`src/rtl/qc_pkg.sv`:
```
// Shared constants for the queue calculator controller: opcodes, queue ops,
// error codes and the sequencer state encoding.
package qc_pkg;

  localparam logic [3:0] OP_PUSH = 4'b0000;
  localparam logic [3:0] OP_POP  = 4'b0001;
  localparam logic [3:0] OP_ADD  = 4'b0010;
  localparam logic [3:0] OP_SUB  = 4'b0011;
  localparam logic [3:0] OP_MULL = 4'b0100;
  localparam logic [3:0] OP_DIV  = 4'b0101;
  localparam logic [3:0] OP_REM  = 4'b0110;

  localparam logic [1:0] Q_PUSH         = 2'b00;
  localparam logic [1:0] Q_SLEEP        = 2'b01;
  localparam logic [1:0] Q_POP          = 2'b11;
  localparam logic [1:0] Q_GET_AND_PUSH = 2'b10;

  localparam logic [2:0] ERR_NONE      = 3'd0;
  localparam logic [2:0] ERR_UNDERFLOW = 3'd1;
  localparam logic [2:0] ERR_OVERFLOW  = 3'd2;
  localparam logic [2:0] ERR_CALC      = 3'd3;
  localparam logic [2:0] ERR_ILLEGAL   = 3'd4;

  typedef enum logic [1:0] {
    IDLE   = 2'd0,
    EXEC   = 2'd1,
    COMMIT = 2'd2,
    ERROR  = 2'd3
  } state_t;

  // Only the divide family may legitimately raise the ALU error flag.
  function automatic logic is_div_op(input logic [3:0] op);
    return (op == OP_DIV) || (op == OP_REM);
  endfunction

endpackage

```
`src/rtl/queue_calc_ctrl_if.sv`:
```
// Instruction handshake and popped-value output of the queue calculator.
interface queue_calc_ctrl_if;
  logic       in_valid;
  logic       in_ready;
  logic [3:0] in_opcode;
  logic [7:0] in_push_val;
  logic       out_valid;
  logic [7:0] out_data;

  modport master (
    output in_valid, in_opcode, in_push_val,
    input  in_ready, out_valid, out_data
  );

  modport slave (
    input  in_valid, in_opcode, in_push_val,
    output in_ready, out_valid, out_data
  );
endinterface

```
`src/rtl/qc_circ_queue.sv`:
```
// Circular operand queue: storage, head/tail/count and the two oldest entries
// presented as peek0 (head) and peek1 (head+1), zero when absent.
module qc_circ_queue #(
  parameter  int DEPTH = 8,
  localparam int AW    = $clog2(DEPTH)
) (
  input  logic          clk,
  input  logic          rst,
  input  logic          push,
  input  logic          pop1,
  input  logic          pop2_push,
  input  logic [7:0]    wdata,
  output logic [7:0]    peek0,
  output logic [7:0]    peek1,
  output logic [AW:0]   count
);

  logic [7:0]    mem [DEPTH];
  logic [AW-1:0] head, tail;
  logic [AW-1:0] head_p1;

  assign head_p1 = head + AW'(1);
  assign peek0   = (count != '0)           ? mem[head]    : 8'h00;
  assign peek1   = (count > (AW+1)'(1))    ? mem[head_p1] : 8'h00;

  // When full, tail == head, so get-and-push overwrites a slot being consumed.
  always_ff @(posedge clk) begin
    if (push || pop2_push) mem[tail] <= wdata;
  end

  always_ff @(posedge clk) begin
    if (!rst) begin
      head  <= '0;
      tail  <= '0;
      count <= '0;
    end else if (push) begin
      tail  <= tail + AW'(1);
      count <= count + (AW+1)'(1);
    end else if (pop1) begin
      head  <= head + AW'(1);
      count <= count - (AW+1)'(1);
    end else if (pop2_push) begin
      head  <= head + AW'(2);
      tail  <= tail + AW'(1);
      count <= count - (AW+1)'(1);
    end
  end

endmodule

```
`src/rtl/queue_calc_ctrl.sv`:
```
// Sequencer for the queue calculator ALU: IDLE -> EXEC -> COMMIT, with sticky
// error capture. Optional counters under QUEUE_CALC_CTRL_STATS_EN.
module queue_calc_ctrl
  import qc_pkg::*;
#(
  parameter  int DEPTH = 8,
  localparam int AW    = $clog2(DEPTH)
) (
  input  logic          clk,
  input  logic          rst,
  queue_calc_ctrl_if.slave bus,
  output logic [3:0]    alu_opcode,
  output logic [7:0]    alu_push_val,
  output logic [15:0]   alu_operands,
  input  logic [7:0]    alu_result,
  input  logic [1:0]    alu_queue_op,
  input  logic          alu_calc_err,
  output logic [AW:0]   q_count,
  output logic          busy,
  output logic          err,
  output logic [2:0]    err_code,
  input  logic          clr_err
`ifdef QUEUE_CALC_CTRL_STATS_EN
  ,
  output logic [15:0]   stat_instr,
  output logic [15:0]   stat_err
`endif
);

  state_t     state, state_n;
  logic [7:0] res_q;
  logic [1:0] qop_q;
  logic [2:0] chk_code;
  logic       out_valid_q;
  logic [7:0] out_data_q;
  logic [7:0] peek0, peek1;
  logic       q_push, q_pop1, q_pop2_push;

  qc_circ_queue #(.DEPTH(DEPTH)) u_queue (
    .clk       (clk),
    .rst       (rst),
    .push      (q_push),
    .pop1      (q_pop1),
    .pop2_push (q_pop2_push),
    .wdata     (res_q),
    .peek0     (peek0),
    .peek1     (peek1),
    .count     (q_count)
  );

  assign alu_operands  = {peek1, peek0};
  assign bus.in_ready  = rst && (state == IDLE);
  assign bus.out_valid = out_valid_q;
  assign bus.out_data  = out_data_q;
  assign busy          = (state == EXEC) || (state == COMMIT);

  assign q_push      = (state == COMMIT) && (qop_q == Q_PUSH);
  assign q_pop1      = (state == COMMIT) && (qop_q == Q_POP);
  assign q_pop2_push = (state == COMMIT) && (qop_q == Q_GET_AND_PUSH);

  // Checks in priority order; first hit wins.
  always_comb begin
    chk_code = ERR_NONE;
    if (alu_calc_err && !is_div_op(alu_opcode))
      chk_code = ERR_ILLEGAL;
    else if ((alu_queue_op == Q_POP && q_count == '0) ||
             (alu_queue_op == Q_GET_AND_PUSH && q_count < (AW+1)'(2)))
      chk_code = ERR_UNDERFLOW;
    else if (alu_calc_err)
      chk_code = ERR_CALC;
    else if (alu_queue_op == Q_PUSH && q_count == (AW+1)'(DEPTH))
      chk_code = ERR_OVERFLOW;
  end

  always_ff @(posedge clk) begin
    if (!rst) state <= IDLE;
    else      state <= state_n;
  end

  always_comb begin
    state_n = state;
    case (state)
      IDLE:    if (bus.in_valid) state_n = EXEC;
      EXEC:    state_n = (chk_code != ERR_NONE) ? ERROR : COMMIT;
      COMMIT:  state_n = IDLE;
      ERROR:   if (clr_err) state_n = IDLE;
      default: state_n = IDLE;
    endcase
  end

  always_ff @(posedge clk) begin
    if (!rst) begin
      alu_opcode   <= '0;
      alu_push_val <= '0;
      res_q        <= '0;
      qop_q        <= '0;
      err          <= 1'b0;
      err_code     <= ERR_NONE;
      out_valid_q  <= 1'b0;
      out_data_q   <= '0;
    end else begin
      out_valid_q <= 1'b0;
      case (state)
        IDLE: if (bus.in_valid) begin
          alu_opcode   <= bus.in_opcode;
          alu_push_val <= bus.in_push_val;
        end
        EXEC: begin
          res_q <= alu_result;
          qop_q <= alu_queue_op;
          if (chk_code != ERR_NONE) begin
            err      <= 1'b1;
            err_code <= chk_code;
          end
        end
        COMMIT: if (qop_q == Q_POP) begin
          out_valid_q <= 1'b1;
          out_data_q  <= peek0;
        end
        ERROR: if (clr_err) begin
          err      <= 1'b0;
          err_code <= ERR_NONE;
        end
        default: ;
      endcase
    end
  end

`ifdef QUEUE_CALC_CTRL_STATS_EN
  always_ff @(posedge clk) begin
    if (!rst) begin
      stat_instr <= '0;
      stat_err   <= '0;
    end else begin
      if (state == COMMIT && stat_instr != 16'hFFFF)
        stat_instr <= stat_instr + 16'd1;
      if (state == EXEC && chk_code != ERR_NONE && stat_err != 16'hFFFF)
        stat_err <= stat_err + 16'd1;
    end
  end
`endif

endmodule

```
`src/flat_wrapper.sv`:
```
// flat-port wrapper written by rule: the top's interface ports become plain ports
module queue_calc_ctrl_flat import qc_pkg::*;
#(
  parameter  int DEPTH = 8,
  localparam int AW    = $clog2(DEPTH)
)
  (clk, rst, alu_opcode, alu_push_val, alu_operands, alu_result, alu_queue_op, alu_calc_err, q_count, busy, err, err_code, clr_err, bus_in_valid, bus_in_opcode, bus_in_push_val, bus_in_ready, bus_out_valid, bus_out_data);
  queue_calc_ctrl_if bus_i ();
  input  logic clk;
  input  logic rst;
  output logic [3:0] alu_opcode;
  output logic [7:0] alu_push_val;
  output logic [15:0] alu_operands;
  input  logic [7:0] alu_result;
  input  logic [1:0] alu_queue_op;
  input  logic alu_calc_err;
  output logic [AW:0] q_count;
  output logic busy;
  output logic err;
  output logic [2:0] err_code;
  input  logic clr_err;
  input wire logic [$bits(bus_i.in_valid)-1:0] bus_in_valid;
  input wire logic [$bits(bus_i.in_opcode)-1:0] bus_in_opcode;
  input wire logic [$bits(bus_i.in_push_val)-1:0] bus_in_push_val;
  output wire logic [$bits(bus_i.in_ready)-1:0] bus_in_ready;
  output wire logic [$bits(bus_i.out_valid)-1:0] bus_out_valid;
  output wire logic [$bits(bus_i.out_data)-1:0] bus_out_data;
  assign bus_i.in_valid = bus_in_valid;
  assign bus_i.in_opcode = bus_in_opcode;
  assign bus_i.in_push_val = bus_in_push_val;
  assign bus_in_ready = bus_i.in_ready;
  assign bus_out_valid = bus_i.out_valid;
  assign bus_out_data = bus_i.out_data;
  queue_calc_ctrl #(.DEPTH(DEPTH)) u_core (.clk(clk), .rst(rst), .bus(bus_i), .alu_opcode(alu_opcode), .alu_push_val(alu_push_val), .alu_operands(alu_operands), .alu_result(alu_result), .alu_queue_op(alu_queue_op), .alu_calc_err(alu_calc_err), .q_count(q_count), .busy(busy), .err(err), .err_code(err_code), .clr_err(clr_err));
endmodule
```
`config.mk`:
```
export PLATFORM = sky130hd
export DESIGN_NAME = queue_calc_ctrl_flat
export DESIGN_NICKNAME = d
export VERILOG_FILES = /design/src/rtl/qc_pkg.sv /design/src/rtl/queue_calc_ctrl_if.sv /design/src/rtl/qc_circ_queue.sv /design/src/rtl/queue_calc_ctrl.sv /design/src/flat_wrapper.sv
export SDC_FILE = /design/constraint.sdc
export NUM_CORES = 1
export LEC_CHECK = 0
export BUFFER_PORTS_ARGS = -buffer_cell sky130_fd_sc_hd__buf_2
export CAP_MARGIN = 20
export CELL_PAD_IN_SITES_DETAIL_PLACEMENT = 0
export CELL_PAD_IN_SITES_GLOBAL_PLACEMENT = 1
export CORE_MARGIN = 8
export CORE_UTILIZATION = 46
export CTS_CLUSTER_DIAMETER = 120
export DETAILED_ROUTE_END_ITERATION = 12
export GPL_TIMING_DRIVEN = 0
export PLACE_DENSITY = 0.89
export SETUP_SLACK_MARGIN = 0.3
export SYNTH_ARGS = -nofsm -noshare
export SYNTH_HDL_FRONTEND = slang
export SYNTH_SLANG_ARGS = --single-unit
```
`constraint.sdc`:
```
create_clock -name clk -period 2.7 [get_ports clk]
set_input_delay 0.405 -clock clk [delete_from_list [all_inputs] [get_ports clk]]
set_output_delay 0.405 -clock clk [all_outputs]
set_load 0.05 [all_outputs]
```
# Word-level counts from Yosys, hierarchy flattened
# Memory sizes are Yosys's and may differ from the RTL's. A register that Yosys moved wholly into a read port is not among the register bits.
# Cells that the tools add are included.
# op_classes
n_reduce_logical	30
n_bitwise	1
eq_ne	14
order_cmp	2
addsub	5
muxes	29
# ops
operator	n
$mux W3	12
$mux W8	2
$eq A2 B2 Y1 const B	6
$mux W4	3
$reduce_and A2 Y1	6
$eq A4 B3 Y1 const B	2
$logic_and A1 B1 Y1	8
$ne A2 B2 Y1 const B	4
$pmux W2 S4	1
$add A3 B1 Y3 const B	2
$logic_not A2 Y1	3
$mux W1	6
$mux W2	3
$pmux W3 S2	1
$reduce_bool A2 Y1	3
$reduce_bool A3 Y1	2
$add A4 B1 Y4 const B	1
$eq A4 B4 Y1 const B	1
$gt A4 B1 Y1 const B	1
$logic_not A4 Y1	1
$logic_or A1 B1 Y1	4
$lt A4 B2 Y1 const B	1
$reduce_bool A4 Y1	1
$sub A4 B1 Y4 const B	1
6 further kinds	6
# word_totals
out_inout_bits	47
register_bits	47
mem_bits_rw	64
elab_cells	94
input_bits	27
mem_count	1
# mem_list
name	depth	word_bits	read_ports	rd_clocked_by_memory_dff	wr	line_no	rtl
u_core.u_queue.mem	8	8	2	1	1	qc_circ_queue.sv:18	logic [7:0] mem [DEPTH];

# Logic depth before layout (Yosys ltp)
# depth
ltp_word	9
mapped_depth	7
depth_no_buf	6

# Modules after synthesis
# From an unflattened synthesis, not the netlist that was laid out.
# unflattened
hier_cells	447
hier_area_um2	5355.1
# modules_own_cells
mod	area_per_inst_um2	cells_per_inst	seq_area_each_um2	instances
qc_circ_queue	3736.1	270	2182.1	1
queue_calc_ctrl	1619.1	177	740.7	1

# Worst setup path after synthesis
# Ideal clock, no wire load.
# synth_path
kind	register to output
start	reg u_core.u_queue.count[0]
end	out alu_operands[10]
n_path_buf	0
path_slack_ps	162
t_required_ps	2295
stages_incl_launch_ff	5
arrival_time_ps	2133
cell_sequence	dfxtp_1 > inv_1 > ha_1 > o21a_1 > a21oi_1
# synth_between
elab_chain_cells	2
# synth_rtl
item	line_no	rtl
from (decl)	qc_circ_queue.sv:15	output logic [AW:0] count
from (signal assigned)	qc_circ_queue.sv:38	count <= count + (AW+1)'(1);
from (signal assigned)	qc_circ_queue.sv:41	count <= count - (AW+1)'(1);
from (signal assigned)	qc_circ_queue.sv:45	count <= count - (AW+1)'(1);
$gt A4 B1 Y1	qc_circ_queue.sv:24	assign peek1 = (count > (AW+1)'(1)) ? mem[head_p1] : 8'h00;
$mux W8	qc_circ_queue.sv:24	
to (decl)	flat_wrapper.sv:13	output logic [15:0] alu_operands;
# Every way passes these cells.

# Worst setup path after layout
# layout_path
start	reg u_core.u_queue.head[0]
end	out alu_operands[12]
# layout_between
elab_chain_cells	3
# layout_rtl
item	line_no	rtl
from (decl)	qc_circ_queue.sv:19	logic [AW-1:0] head, tail;
from (signal assigned)	qc_circ_queue.sv:40	head <= head + AW'(1);
from (signal assigned)	qc_circ_queue.sv:43	head <= head + AW'(2);
$add A3 B1 Y3	qc_circ_queue.sv:22	assign head_p1 = head + AW'(1);
$mem_v2 Z8 W8	n/a	
$mux W8	qc_circ_queue.sv:24	
# Every way passes these cells.

==> summary.txt <==
Status = completed
Pleak = 2.54 nW
Total negative setup slack = 0 ps
Die Y = 122 um
Arrival time worst endpoint = 2130 ps
FF+latch count, synth = 114
Net count after synthesis = 428
Fill count = 806
Rel. slew slack = 39.1%
Final HPWL DP = 8.49 mm
RSZ-0062 raised after global routing = true
Inst Count DP = 605
Psw = 1.29 mW
Gpl congestion = 0.809
CTS buffer count = 17
Seq/Total Area, Yosys = 57.1%
Final Instance Area = 0.00680 sq mm
# diodes = 0
Number of enable flip-flop cells after synthesis = 64
Met3 GRT Util = 6.24%
Pin count of the biggest net entering global routing = 17
Max Slew Vio Count = 0
Final Critical Period = 2540 ps
GRT Overall Usage = 17.9%
I/O Buffers = 73
Combinational power share = 14.3%
CTS clk-pin slew, worst paths = 60 ps
CP endpoint kind = output port
Initial DRC Count = 279
Synth cell count leaders = edfxtp_1 (64), nand2_1 (54), dfxtp_1 (50), nor2_1 (35), a21oi_1 (28)
Post-synthesis async set-or-reset flop share = 0%
Via count = 3623
CP top delay family = buffers and inverters
CTS root buf = clkbuf_8
H-tree depth = 4
Area Overhead vs Synth = 32.7%
Number of remaining DRC errors = 0
Die Wd = 122 um
Cell area power density = 731 mW/mm^2
Final worst slack = 161 ps
Final Net Count = 539
Met1 usage = 20.8%
Worst-margin pin slew = 909 ps
Initial core utilization = 47.3%
Worst-case vdd ir drop = 404 uV
Cell-internal power = 3.67 mW
CTS tree = built
GRT busiest layer = met2
GR Util met2 = 29.4%
Clock network fraction of design power = 45.9%
Max-cap violations = 0
Core Region = 0.0108 sq mm
Mapped Cells = 390
Pre-CTS setup slack = 251 ps
Setup violators final = 0
Distinct cells, synth = 47
Final WL = 12.9 mm
Average wire per standard cell = 19.8 um
Largest cells by area after synthesis = edfxtp_1 (38%), dfxtp_1 (20%), mux4_2 (11%), mux4_1 (4.1%), nand2_1 (4.0%)
Max Root-Sink Buffers = 2
Clock net sink count = 114
Crit path max fanout = 7
First-pass GRT wire length = 19.9 mm
Top-area cell type share of the netlist area = 37.5%
Vias in the first global route = 3685
Vias per cell = 5.54
Final ANT Viol Nets = 0
Crit path top cell by count = buf_12
Fin crit share = 94.0%
Min-delay worst type = input pin to flip-flop
Max Freq = 0.394 GHz
CP max stage cell = dfxtp_4
Core Util, Final = 62.7%
CP bufs+invs = 3
Ys flop type = edfxtp_1
Ys Warns = 0
Io pins = 74
Critical path startpoint category = flip-flop
Placed inst area = 0.00572 sq mm
Cell area after synthesis = 0.00512 sq mm
CP peak stage delay = 370 ps
Synthesized area per cell = 13.1 sq um
Leading area contributor after synthesis = edfxtp_1
Clock Latency Late Sink = 530 ps
Full die area = 0.0148 sq mm
Sequential share of power = 39.8%
Worst Setup Path Type = flip-flop to output port
Share of cells above drive strength 1 = 39.7%
Req. time, crit path = 2300 ps
Fin Clk Skew = 9.95 ps
Endpoints failing hold = 0
Total grt overflow = 0
Net Sw Frac = 26.1%
Initial antenna violation count = 0
Post-Layout Cell Count = 654
CP Cell Sequence = ha_4 > buf_12 > buf_12 > mux4_2 > nand2_1 > a21oi_1 > buf_4
1st-pass router iterations = 4
Cell with the most instances after synthesis = edfxtp_1
FP Rows = 38
==> power by group through the flow <==
stage	Clock, mW	Sequential [mW]	Combinational, mW
5_1_grt	2.37	1.99	0.758
3_5_place_dp	0	2.01	0.639
4_1_cts	2.30	1.98	0.687
6_report	2.28	1.98	0.710
3_3_place_gp	0	2.00	0.629
2_1_floorplan	0	2.08	0.401
==> layer usage <==
| layer | share of wire [%] | routed length, um |
|---|---|---|
| met5 | 0 | 0 |
| met4 | 1.8 | 230 |
| met3 | 9.4 | 1220 |
| met2 | 49 | 6300 |
| met1 | 40 | 5180 |
==> repair_timing <==
action / CTS / global route
cloned: 2 / 1
hold buffers: 0 / 0
pin swaps: 5 / 3
buffers inserted: 10 / 4
resized for setup: 59 / 22
setup endpoints to repair: 24 / 24
==> placed cells by master, fill, tap and decap left out, types with 6 or more instances in the layout <==
master     instances
edfxtp_1          64
buf_2             63
nand2_1           51
dfxtp_1           47
nor2_1            26
mux4_2            26
a21oi_1           24
buf_4             19
clkbuf_16         17
buf_6             15
mux2i_1           12
ha_1              10
nor2_2             9
inv_1              8
o21ai_1            7
mux4_1             6
o21ai_0            6
==> worst paths after layout <==
kind / start / to / slack, ps / depth (start not counted)
worst max-delay path: u_core.u_queue.head[0]$_SDFFE_PN0P_ / alu_operands[12] / 160 / 7
worst min register to register: u_core.bus.out_data[0]$_SDFFE_PN0P_ / u_core.bus.out_data[0]$_SDFFE_PN0P_ / 440 / 2
worst max register to register: u_core.state[0]$_SDFFE_PN0P_ / u_core.u_queue.mem[0][2]$_DFFE_PP_ / 470 / 6
worst min-delay path: bus_in_push_val[4] / u_core.alu_push_val[4]$_SDFFE_PN0P_ / 110 / 3
==> state kept, by name, indices dropped and copies added (netlist names), named ones only <==
register              flops
u_core.u_queue.tail       3
u_core.alu_opcode         4
u_core.state              2
u_core.alu_push_val       8
u_core.qop_q              2
u_core.res_q              8
u_core.u_queue.head       3
u_core.err                1
u_core.u_queue.count      4
u_core.bus.out_data       8
u_core.err_code           3
u_core.u_queue.mem       64
u_core.bus.out_valid      1
==> metrics by stage <==
stage / hold WS (ps) / power (mW)
finish: 115 / 4.96
global route: 110 / 5.11
CTS: 95.2 / 4.97
detailed placement: 439 / 2.65
global placement: 433 / 2.63
floorplan: 505 / 2.48
==> area by class of cell <==
| cell class | count | area [sq um] | area share (%) |
|---|---|---|---|
| Sequential cell | 114 | 2930 | 43.1 |
| Multi-Input combinational cell | 246 | 2200 | 32.4 |
| Timing Repair Buffer | 92 | 652 | 9.59 |
| Clock buffer | 20 | 435 | 6.41 |
| Buffer | 21 | 206 | 3.04 |
| Tap cell | 140 | 175 | 2.58 |
| Clock inverter | 12 | 164 | 2.41 |
| Inverter | 9 | 33.8 | 0.497 |
==> kinds of logic (layout without fill, tap and decap cells) <==
| kind of cell | after synthesis | after routing | synth area share, % |
|---|---|---|---|
| AOI/OAI and AO/OA | 57 | 57 | 6.47 |
| xor gates and xnor gates | 8 | 8 | 1.37 |
| adders and majority gates | 11 | 11 | 2.69 |
| buffers and inverters | 30 | 154 | 3.49 |
| DFF | 114 | 114 | 57.1 |
| muxes | 54 | 54 | 19.0 |
| and+or+nand+nor | 116 | 116 | 9.92 |
==> worst min-delay path: stages <==
cell and delay [ps]:
buf_2 90, nand2_1 50, a21oi_1 50
Power figures use the tool's default switching activity.
